[src/rtl/div_unit.sv]
// Multi-cycle radix-2 restoring divider for DIV/DIVU in EX.
// result_o = {remainder, quotient}; ready_o releases the divide stall.
module div_unit #(
  parameter int unsigned WIDTH = 32
) (
  input  logic                 clk,
  input  logic                 resetn,
  input  logic                 start_i,
  input  logic                 signed_i,
  input  logic [WIDTH-1:0]     opdata1_i,
  input  logic [WIDTH-1:0]     opdata2_i,
  input  logic                 annul_i,
  input  logic                 hold_i,
  output logic                 ready_o,
  output logic [2*WIDTH-1:0]   result_o
);

  localparam int unsigned CNT_W = $clog2(WIDTH);

  typedef enum logic [1:0] {
    IDLE = 2'd0,
    BUSY = 2'd1,
    DONE = 2'd2
  } divState_t;

  divState_t        state;
  logic [WIDTH-1:0] divisor;
  logic [WIDTH-1:0] quo;
  logic [WIDTH-1:0] rem;
  logic [CNT_W-1:0] cnt;
  logic             qNeg;
  logic             rNeg;

  logic [WIDTH-1:0] mag1;
  logic [WIDTH-1:0] mag2;
  logic [WIDTH:0]   trial;
  logic [WIDTH-1:0] nextRem;
  logic [WIDTH-1:0] nextQuo;
  logic [WIDTH-1:0] quoFinal;
  logic [WIDTH-1:0] remFinal;

  // Operand magnitudes and one restoring step; quo doubles as the dividend shifter.
  always_comb begin
    mag1     = (signed_i && opdata1_i[WIDTH-1]) ? -opdata1_i : opdata1_i;
    mag2     = (signed_i && opdata2_i[WIDTH-1]) ? -opdata2_i : opdata2_i;
    trial    = {rem, quo[WIDTH-1]} - {1'b0, divisor};
    nextRem  = {rem[WIDTH-2:0], quo[WIDTH-1]};
    nextQuo  = {quo[WIDTH-2:0], 1'b0};
    if (!trial[WIDTH]) begin
      nextRem = trial[WIDTH-1:0];
      nextQuo = {quo[WIDTH-2:0], 1'b1};
    end
    quoFinal = qNeg ? -nextQuo : nextQuo;
    remFinal = rNeg ? -nextRem : nextRem;
  end

  // Control FSM with registered ready/result; annul overrides everything.
  always_ff @(posedge clk or negedge resetn) begin
    if (!resetn) begin
      state    <= IDLE;
      divisor  <= '0;
      quo      <= '0;
      rem      <= '0;
      cnt      <= '0;
      qNeg     <= 1'b0;
      rNeg     <= 1'b0;
      ready_o  <= 1'b0;
      result_o <= '0;
    end else if (annul_i) begin
      state   <= IDLE;
      ready_o <= 1'b0;
    end else begin
      case (state)
        IDLE: begin
          if (start_i) begin
            divisor <= mag2;
            quo     <= mag1;
            rem     <= '0;
            cnt     <= '0;
            qNeg    <= signed_i & (opdata1_i[WIDTH-1] ^ opdata2_i[WIDTH-1]);
            rNeg    <= signed_i & opdata1_i[WIDTH-1];
            if (opdata2_i == '0) begin
              state    <= DONE;
              ready_o  <= 1'b1;
              result_o <= '0;
            end else begin
              state <= BUSY;
            end
          end
        end
        BUSY: begin
          rem <= nextRem;
          quo <= nextQuo;
          cnt <= cnt + CNT_W'(1);
          if (cnt == CNT_W'(WIDTH - 1)) begin
            state    <= DONE;
            ready_o  <= 1'b1;
            result_o <= {remFinal, quoFinal};
          end
        end
        DONE: begin
          if (!hold_i) begin
            state   <= IDLE;
            ready_o <= 1'b0;
          end
        end
        default: begin
          state   <= IDLE;
          ready_o <= 1'b0;
        end
      endcase
    end
  end

endmodule

[config.mk]
export PLATFORM = sky130hd
export DESIGN_NAME = div_unit
export DESIGN_NICKNAME = d
export VERILOG_FILES = /design/src/rtl/div_unit.sv
export SDC_FILE = /design/constraint.sdc
export NUM_CORES = 1
export LEC_CHECK = 0
export BUFFER_PORTS_ARGS = -buffer_cell sky130_fd_sc_hd__buf_2
export CORE_MARGIN = 2
export CORE_UTILIZATION = 50
export CTS_BUF_LIST = sky130_fd_sc_hd__clkbuf_8 sky130_fd_sc_hd__clkbuf_16
export CTS_CLUSTER_SIZE = 25
export DETAILED_ROUTE_END_ITERATION = 6
export PLACE_DENSITY = 0.7
export SETUP_SLACK_MARGIN = 0.1
export SYNTH_ARGS = -nofsm -noshare
export SYNTH_HDL_FRONTEND = slang
export SYNTH_SLANG_ARGS = --single-unit
[constraint.sdc]
create_clock -name clk -period 10.2 [get_ports clk]
set_input_delay 0.51 -clock clk [delete_from_list [all_inputs] [get_ports clk]]
set_output_delay 0.51 -clock clk [all_outputs]
set_load 0.01 [all_outputs]
== Yosys cells after proc, flatten, opt, wreduce, memory -nomap -nowiden ==
Cells that the tools add are included.
Operators by class
  $add $sub $neg: 6
  bitwise logic cells: 4
  muxes and demuxes: 28
  reduce and logical (&&, ||, !) cells: 10
  equality and inequality tests: 10
Operator list (count)
  $mux 32: 7
  $mux 64: 3
  $neg 32->32: 4
  $pmux 32 s2: 2
  $pmux 64 s2: 1
  $sub 33x32->33: 1
  $logic_not 32->1: 1
  $ne 3x3->1 const B: 4
  $mux 2: 5
  $pmux 5 s2: 1
  $reduce_and 3->1: 3
  $mux 1: 6
  $ne 2x2->1 const B: 3
  $pmux 2 s3: 1
  $add 5x1->5 const B: 1
  $eq 5x5->1 const B: 1
  $mux 5: 1
  $reduce_and 5->1: 1
  $reduce_and 4->1: 1
  $pmux 1 s3: 1
  $and 1x1->1: 2
  $eq 2x1->1 const B: 1
  $eq 2x2->1 const B: 1
  $logic_and 1x1->1: 2
  other kinds (4): 4
Word-level totals
  input port bits: 70
  flip-flop bits (word level): 170
  output and inout port bits: 65

== Longest topological paths before layout ==
Gate-level depths: netlist of run 1.
  depth in word-level cells: 6
  gate-level depth with buffers: 22

== Worst setup path after synthesis of run 1 ==
OpenSTA, ideal clock, no wires.
  path kind: register to register
  from: reg quo[31]
  to: reg result_o[56]
  stages on the path, launching flop included: 22
  buffers on the path: 1
  setup slack: 5724 ps
  arrival time: 4355 ps
  cell sequence: dfrtp_1 -> inv_1 -> ha_1 -> inv_1 -> fa_1 -> a211oi_2 -> o211a_1 -> nor2_1 -> o311a_4 -> o21a_2 -> nor2_4 -> inv_2 -> buf_2 -> mux2i_1 -> ha_1 -> nor4b_1 -> nand2_1 -> a21oi_1 -> a31oi_1 -> a221o_1 -> a21o_1 -> a32o_1
Between the ends
  cells in the longest elaborated chain, start to end: 6
Ends and longest elaborated chain
  start, declared: line 28  | logic [WIDTH-1:0] quo;
  start signal, assigned: line 77  | quo <= mag1;
  start signal, assigned: line 93  | quo <= nextQuo;
  $sub 33x32->33: line 46  | trial = {rem, quo[WIDTH-1]} - {1'b0, divisor};
  $mux 32 *: line 49  | if (!trial[WIDTH]) begin
  $neg 32->32: line 54  | remFinal = rNeg ? -nextRem : nextRem;
  $mux 32 *: line 54
  $mux 64 *: line 95  | if (cnt == CNT_W'(WIDTH - 1)) begin
  $pmux 64 s2 *: line 73  | case (state)
  end signal, assigned: line 98  | result_o <= {remFinal, quoFinal};
  end, declared: line 15  | output logic [2*WIDTH-1:0] result_o
Every way passes the cells marked *; elsewhere a longest branch is shown, timed or not. The select of a mux whose other input is x is not followed.
A chain may end at the register's enable or synchronous reset.

== Final worst setup path of run 1 ==
Same ends and word-level chain as after synthesis.

==> metrics, run 1 <==
minimum clock period=5.64 ns; Worst Max-Slew Pin Slew=1.16 ns; hpwl dp=27.2 mm; largest net degree at the start of global routing=90; CTS tree=built; Routed Antenna Nets=0; clock skew=0.0151 ns; number of remaining DRC errors=0; FP Rows=56; r2r setup slk=4.56 ns; setup bufs post-CTS=0; Hold Crit Class=primary input to async pin; global-route wire length before repair=58.2 mm; Critical Path Fanout Max=28; Placer Congestion=0.957; Net count, final=1627; Worst EP required=10.53 ns; PortBufs=134; Util after Layout=57.2%; # setup viols final=0; core area=0.0235 mm²; Initial Utilization=50.9%; FF-to-FF Start=quo[31]; Ports=135; total CTS buffers=17; crit path kind=flop to flop; Max rail drop VDD=0.000214 V; crit path capture type=flop; PD cells=297 mW/mm²; drt pass-1 iters=7; Fmax=0.177 GHz; CTS resizes=0; die area=0.0252 mm²; Worst-path clk slew=0.08 ns; WL final=36.5 mm; slew margin rel.=22.5%; via count=11200; Die X=159 µm; vias in the first global route=10300; number of synthesized flops with an enable pin=0; Worst Setup SP=quo[31]; most common cell after layout, fill and taps aside=o21ai_0; clock sinks=170; max-cap violations=0; crit path DAT=5.97 ns; Via-to-Cell Ratio=6.06; Routed WL per cell=19.7 µm; slowest CP cell=nor4b_1; RSZ-0062 raised after global routing=false; max-slew violations=0; initial antenna violation count=1; Clock Tree Buf Depth=2; capture point of the worst reg-to-reg path=result_o[56]; gr ovfl total=0; crit path cell chain=inv_1 > ha_1 > inv_1 > fa_1 > a211oi_2 > o211a_1 > nor2_1 > o311a_4 > nor3_4 > nor2_4 > inv_2 > mux2i_1 > ha_1 > nor4b_1 > a31oi_1 > a221o_1 > a21o_1 > a32o_1; DR iter-0 viols=1055; Overall Power=0.00400 W; crit start category=flop; Post-synth ARST share=100%; total negative slack=0 ns; Ys Warns=0; GRT Resource Usage Total=28.8%; status=complete, no violations; Synth Register Bits=170; leakage=6.05 nW; root buffer cell=clkbuf_16; Slowest Stage Delay on Critical Path=0.78 ns; R2R depth=18; die height=159 µm; Net Count, Synth=1541; Worst-Skew Late Latency=0.44 ns; area grow syn2layout=12.2%; Post-Synthesis Cells=1432; htree depth=4; Hold Buf Count CTS=0; Final Hold Fails=0; Mapped Area=0.0120 mm²; Cell variety after synth=87; commonest non-fill, non-tap cells in the layout=o21ai_0 (198), nand2_1 (196), dfrtp_1 (170); sequential-to-total area share from yosys stat=35.5%; layout cells sized above 1=14.6%; Mean Syn Cell Area=8.37 µm²; fin crit share=55.3%; Primary FF master, synth=dfrtp_1
==> worst max-delay path by stage <==
| stage | to |
|---|---|
| CTS | result_o[56] |
| detailed placement | result_o[56] |
| global route | result_o[56] |
| finish | result_o[56] |
| global placement | result_o[56] |
| floorplan | result_o[56] |
==> cell families after synthesis <==
group,count (synthesis),share of synthesized area (%)
fa+ha+maj,39,4.13
simple gates,466,19.1
mux,40,3.43
flops,170,35.5
buf+inv,135,4.62
compound gates,458,24.1
xor+xnor,124,9.06
==> cell type report <==
class                           instances  area [µm²]
Timing Repair Buffer                  146         767
Tap cell                              319         399
Multi-Input combinational cell       1127        7200
Clock buffer                           17         425
Sequential cell                       170        4250
Fill cell                            2225       10100
Inverter                               56         210
Antenna cell                            1        2.50
Clock inverter                         15         200
==> per-layer routing <==
layer  share of wire, %  global-route usage, %  routed length, µm  vias up
met3                8.0                   4.99               2920       45
met4                1.5                   7.52                558        0
met5                  0                      0                  0        -
li1                   -                      -                  -     5336
met1                 49                   44.7              17800     5383
met2                 42                   41.3              15300      453
==> Yosys cell counts, types with 6 or more instances <==
library cell  instances  area [µm²]
nand4_1              15        93.8
buf_1                 6        22.5
nand2_1             196         736
and2_1                8        50.1
nor2_1               86         323
or4_1                10        75.1
and4_1                6        52.6
a21o_1                7        52.6
mux2_2                9         101
a22oi_1              33         248
a21oi_1              81         405
nor3_1               21         105
o41ai_1               7        61.3
buf_2                14        70.1
or3_1                28         175
a211oi_1             18         135
mux2i_1              31         310
inv_1                55         206
xnor2_1              60         526
dfrtp_1             170        4250
ha_1                 38         475
o31ai_1              15         113
nand2b_1             15        93.8
a31oi_1              12        75.1
a22o_1                8        70.1
nor3b_1               9        67.6
clkbuf_1             53         199
and3_1                9        56.3
nand3_1              23         115
o21ai_0             199         996
nor4_1               14        87.6
xor2_1               64         561
==> critical path: cells and delay by family (launching register included) <==
family / cells / cell delay (ns)
compound gates: 7 / 2.13
simple gates: 4 / 1.22
fa+ha+maj: 3 / 0.86
buf+inv: 3 / 0.57
flops: 1 / 0.40
mux: 1 / 0.34
==> through the flow <==
stage	cells	cell area (µm²)	hold slack, ns	setup WS, ns
2_1_floorplan	1432	12000	0.214	5.72
3_3_place_gp	1818	12800	0.456	4.96
3_5_place_dp	1818	12800	0.465	4.79
4_1_cts	1850	13500	0.157	4.76
5_1_grt	1850	13500	0.194	4.35
6_report	1851	13500	0.129	4.56
==> registers in the layout (all words and copies together), names as in the netlist, 2 cells and up <==
signal / cells
cnt: 5
rem: 32
result_o: 64
state: 2
quo: 32
divisor: 32
==> report_power, final <==
part           internal, W  switching, W  total [W]
Sequential        0.000786      0.000159   0.000945
Clock             0.000357      0.000335   0.000693
Combinational     0.000891       0.00147    0.00236
Power figures use the tool's default switching activity.
==> inputs of run 2 (changes only) <==
==> constraint.sdc (replaced) <==
create_clock -name clk -period 5.7 [get_ports clk]
set_input_delay 0.285 -clock clk [delete_from_list [all_inputs] [get_ports clk]]
set_output_delay 0.285 -clock clk [all_outputs]
set_load 0.01 [all_outputs]
==> metrics, run 2 (synthesis gave the netlist of run 1 again) <==
minimum clock period=4.91 ns; CTS tree=built; clock share of power=16.5%; crit path DAT=5.24 ns; FP Rows=56; fin crit share=86.2%; Net Sw Power=0.00345 W; slowest CP cell=a2111oi_1; total CTS buffers=17; crit path capture type=flop; # setup viols final=0; number of remaining DRC errors=0; die height=159 µm; max-cap violations=0; Placer Congestion=0.969; Overall Power=0.00707 W; Worst EP required=6.03 ns; commonest non-fill, non-tap cells in the layout=o21ai_0 (198), nand2_1 (196), dfrtp_1 (170); largest net degree at the start of global routing=90; DR iter-0 viols=1126; via count=11100; crit start category=flop; Via-to-Cell Ratio=6.02; GRT Resource Usage Total=28.0%; area grow syn2layout=12.0%; hold slack=0.121 ns; hpwl dp=26.5 mm; combinational share of power=59.6%; Net count, final=1629; crit path cell chain=inv_1 > ha_1 > inv_1 > fa_1 > a211oi_2 > o211a_1 > nor2_1 > o311a_4 > nor3_4 > nor2_4 > inv_2 > mux2i_1 > ha_1 > nor4b_1 > nand2_1 > a21oi_1 > a31oi_1 > a2111oi_1 > mux2i_1 > nand2_1; leakage=6.05 nW; Initial Utilization=50.9%; Util after Layout=57.1%; Final Hold Fails=0; Hold Crit Class=primary input to flop; Worst-path clk slew=0.07 ns; Critical Path Fanout Max=8; htree depth=4; Worst-Skew Late Latency=0.44 ns; Filler cells=2221; Worst Max-Slew Pin Slew=1.19 ns; Fmax=0.204 GHz; root buffer cell=clkbuf_16; drt pass-1 iters=6; Most flops, register=result_o; Max rail drop VDD=0.000308 V; Routed Antenna Nets=0; clock skew=0.0127 ns; layout cells sized above 1=14.7%; setup bufs post-CTS=0; Ports=135; Routed WL per cell=19.1 µm; Die X=159 µm; total negative slack=0 ns; Sequential cell area=0.00425 mm²; Sequential Power Share=23.9%; core area=0.0235 mm²; Slowest Stage Delay on Critical Path=0.53 ns; crit path kind=flop to flop; gr ovfl total=0; area of the multi-input gates=0.00720 mm²; # diodes=0; slew margin rel.=20.4%; WL final=35.3 mm; RSZ-0062 raised after global routing=false; global-route wire length before repair=57.2 mm; Clock Tree Buf Depth=2; Pint=0.00362 W; die area=0.0252 mm²; vias in the first global route=10500; Switching Share=48.8%; PD cells=526 mW/mm²; max reg flops=64; initial antenna violation count=0; PortBufs=134; max-slew violations=0; most common cell after layout, fill and taps aside=o21ai_0; status=complete, no violations; clock sinks=170
==> run 2: cell count changes in the layout (fill, tap and decap cells not counted), moves of 2 or more <==
cell      delta
clkbuf_8     +3
inv_8        -2
clkinv_8     -4
inv_6        +3
==> run 2: final timing paths <==
| kind | start | end | slack (ns) | cells after the start |
|---|---|---|---|---|
| setup reg to reg | quo[31] | result_o[58] | 0.79 | 20 |
| hold / removal | hold_i | state[1] | 0.12 | 3 |
| min in group asynchronous | resetn | result_o[51] | 0.31 | 2 |
| hold reg to reg | result_o[49] | result_o[49] | 0.47 | 2 |
| max in group asynchronous | resetn | rem[7] | 4.18 | 3 |
| setup / recovery | quo[31] | result_o[58] | 0.79 | 20 |
==> run 2: critical path, delay by kind of cell (launching register included) <==
kind | cells | cell delay, ns
and+or+nand+nor | 6 | 1.13
buffers and inverters | 3 | 0.22
muxes | 2 | 0.52
DFF | 1 | 0.40
adders and majority gates | 3 | 0.85
AOI/OAI and AO/OA | 6 | 1.69
==> run 2: final cells by class <==
cell class	instances	share of cell area, %
tap	319	2.97
clock inverter	12	0.894
sequential	170	31.7
multi-input combinational	1127	53.6
timing repair buffer	148	5.84
inverter	56	1.56
clock buffer	20	3.47
==> run 2: power groups by stage <==
| stage | Clock (W) | Combinational, W | Sequential [W] |
|---|---|---|---|
| final | 0.00117 | 0.00421 | 0.00169 |
| after global placement | 0 | 0.00405 | 0.00169 |
| after floorplan | 0 | 0.00322 | 0.00158 |
| after CTS | 0.00118 | 0.00413 | 0.00168 |
| after detailed placement | 0 | 0.00410 | 0.00170 |
| after global routing | 0.00124 | 0.00462 | 0.00172 |
==> run 2: metrics by stage <==
step,cell area (µm²),worst slack [ns],std cells
CTS,13400,0.873,1852
global placement,12800,1.04,1819
finish,13400,0.787,1852
detailed placement,12800,0.888,1819
global route,13400,0.342,1852
floorplan,12000,1.22,1432
==> run 2: per-layer routing <==
layer | GRT usage, % | vias up | wire, µm
li1 | - | 5334 | -
met1 | 41.3 | 5337 | 16600
met2 | 41.8 | 430 | 15300
met3 | 6.14 | 39 | 2930
met4 | 7.07 | 0 | 473
met5 | 0 | - | 0
==> run 2: what timing repair did <==
| item | in CTS | in global routing |
|---|---|---|
| hold buffers | 1 | 0 |
| gates resized for setup | 0 | 0 |
| endpoints found under the hold margin | 36 | 0 |
==> inputs of run 3 (changes only) <==
==> constraint.sdc (replaced) <==
create_clock -name clk -period 6.03 [get_ports clk]
set_input_delay 0.3015 -clock clk [delete_from_list [all_inputs] [get_ports clk]]
set_output_delay 0.3015 -clock clk [all_outputs]
set_load 0.01 [all_outputs]
==> metrics, run 3 (synthesis gave the netlist of run 1 again) <==
minimum clock period=5.14 ns; WL final=34.6 mm; Placed Cells=1817; CTS tree=built; r2r setup slk=0.89 ns; layout cells sized above 1=14.6%; Die X=159 µm; leakage=6.03 nW; max reg flops=64; Max rail drop VDD=0.000306 V; Worst Max-Slew Pin Slew=1.28 ns; number of remaining DRC errors=0; Clock Tree Buf Depth=2; setup bufs post-CTS=0; Routed WL per cell=18.7 µm; FF-to-FF Start=quo[31]; non-filler instance count after layout=1850; commonest non-fill, non-tap cells in the layout=o21ai_0 (198), nand2_1 (196), dfrtp_1 (170); Placer Congestion=0.928; GRT Resource Usage Total=27.4%; FP Rows=56; crit path DAT=5.45 ns; Final Hold Fails=0; most common cell after layout, fill and taps aside=o21ai_0; Ports=135; Worst-Skew Late Latency=0.43 ns; # diodes=0; R2R depth=18; total negative slack=0 ns; hpwl dp=26.0 mm; DR iter-0 viols=1026; Worst-path clk slew=0.08 ns; Worst EP required=6.34 ns; slowest CP cell=nor4b_1; via count=11100; family with the most delay on the worst path=compound AO/OA/AOI/OAI gates; Worst Hold Path EP=state[1]; area grow syn2layout=12.0%; capture point of the worst reg-to-reg path=result_o[56]; Most flops, register=result_o; core area=0.0235 mm²; crit path capture type=flop; max-slew violations=0; clock skew=0.0127 ns; gr ovfl total=0; Util after Layout=57.1%; Critical Path Fanout Max=8; PortBufs=134; RSZ-0062 raised after global routing=false; status=complete, no violations; root buffer cell=clkbuf_16; htree depth=4; crit path cell chain=inv_1 > ha_1 > inv_1 > fa_1 > a211oi_2 > o211a_1 > nor2_1 > o311a_4 > nor3_4 > nor2_4 > inv_2 > mux2i_1 > ha_1 > nor4b_1 > a31oi_1 > a221o_1 > a21o_1 > a32o_1; Hold Startpoint=hold_i; Buf/Inv on CP=3; max-cap violations=0; total CTS buffers=17; # setup viols final=0; Via-to-Cell Ratio=5.98; Fmax=0.195 GHz; global-route wire length before repair=56.1 mm; Net count, final=1627; Routed Antenna Nets=0; Hold Crit Class=primary input to flop; largest net degree at the start of global routing=90; drt pass-1 iters=6; crit start category=flop; fin crit share=85.2%; die height=159 µm; slew margin rel.=14.6%; Slowest Stage Delay on Critical Path=0.74 ns; clock sinks=170; crit path kind=flop to flop; PD cells=495 mW/mm²; initial antenna violation count=0; Initial Utilization=50.9%; worst hold stages=3; die area=0.0252 mm²; vias in the first global route=10300
-- run 3: changes by cell type in the layout (fill, tap and decap cells not counted), sizes merged --
cell	change
clkbuf	-3
clkinvlp	+1
clkinv	+4
buf	-2
inv	-2
-- run 3: per-layer routing --
layer	global-route usage [%]	vias to the layer above	part of all wire, %
met5	0	-	0
li1	-	5340	-
met1	42.7	5283	48
met2	39.8	418	43
met4	6.07	0	1.1
met3	4.39	29	7.4
-- run 3: where the power goes --
group / total, W / switching [W] / internal (W)
Combinational: 0.00394 / 0.00244 / 0.00150
Sequential: 0.00160 / 0.000267 / 0.00133
Clock: 0.00111 / 0.000553 / 0.000561
Total: 0.00665 / 0.00326 / 0.00339
-- run 3: cell type report --
cell class	count	area [µm²]
Clock inverter	15	178
Tap cell	319	399
Timing Repair Buffer	146	769
Multi-Input combinational cell	1127	7200
Clock buffer	17	425
Inverter	56	210
Sequential cell	170	4250
Fill cell	2231	10100
-- run 3: worst min-delay path, delay by kind of cell --
kind | cells | cell delay, ns
compound gates | 1 | 0.06
buf+inv | 1 | 0.11
simple gates | 1 | 0.06
-- run 3: what timing repair did --
action / in CTS / in global routing
resized for setup: 0 / 0
hold buffers: 1 / 0
endpoints found under the hold margin: 77 / 0
-- run 3: how the worst max path moves through the flow --
stage | startpoint | to | slack (ns) | cells past startpoint
3_3_place_gp | quo[31] | result_o[56] | 1.18 | 18
3_5_place_dp | quo[31] | result_o[56] | 1.01 | 18
4_1_cts | quo[31] | result_o[56] | 0.97 | 18
6_report | quo[31] | result_o[56] | 0.89 | 18
2_1_floorplan | quo[31] | result_o[56] | 1.55 | 21
5_1_grt | quo[31] | result_o[56] | 0.70 | 18
-- run 3: per-stage QoR --
stage | instance area, µm² | power, W | setup WS [ns] | hold WS, ns
detailed placement | 12800 | 0.00544 | 1.01 | 0.387
finish | 13400 | 0.00665 | 0.890 | 0.133
global route | 13400 | 0.00709 | 0.697 | 0.153
global placement | 12800 | 0.00540 | 1.18 | 0.381
CTS | 13400 | 0.00657 | 0.969 | 0.118
floorplan | 12000 | 0.00454 | 1.55 | 0.00591
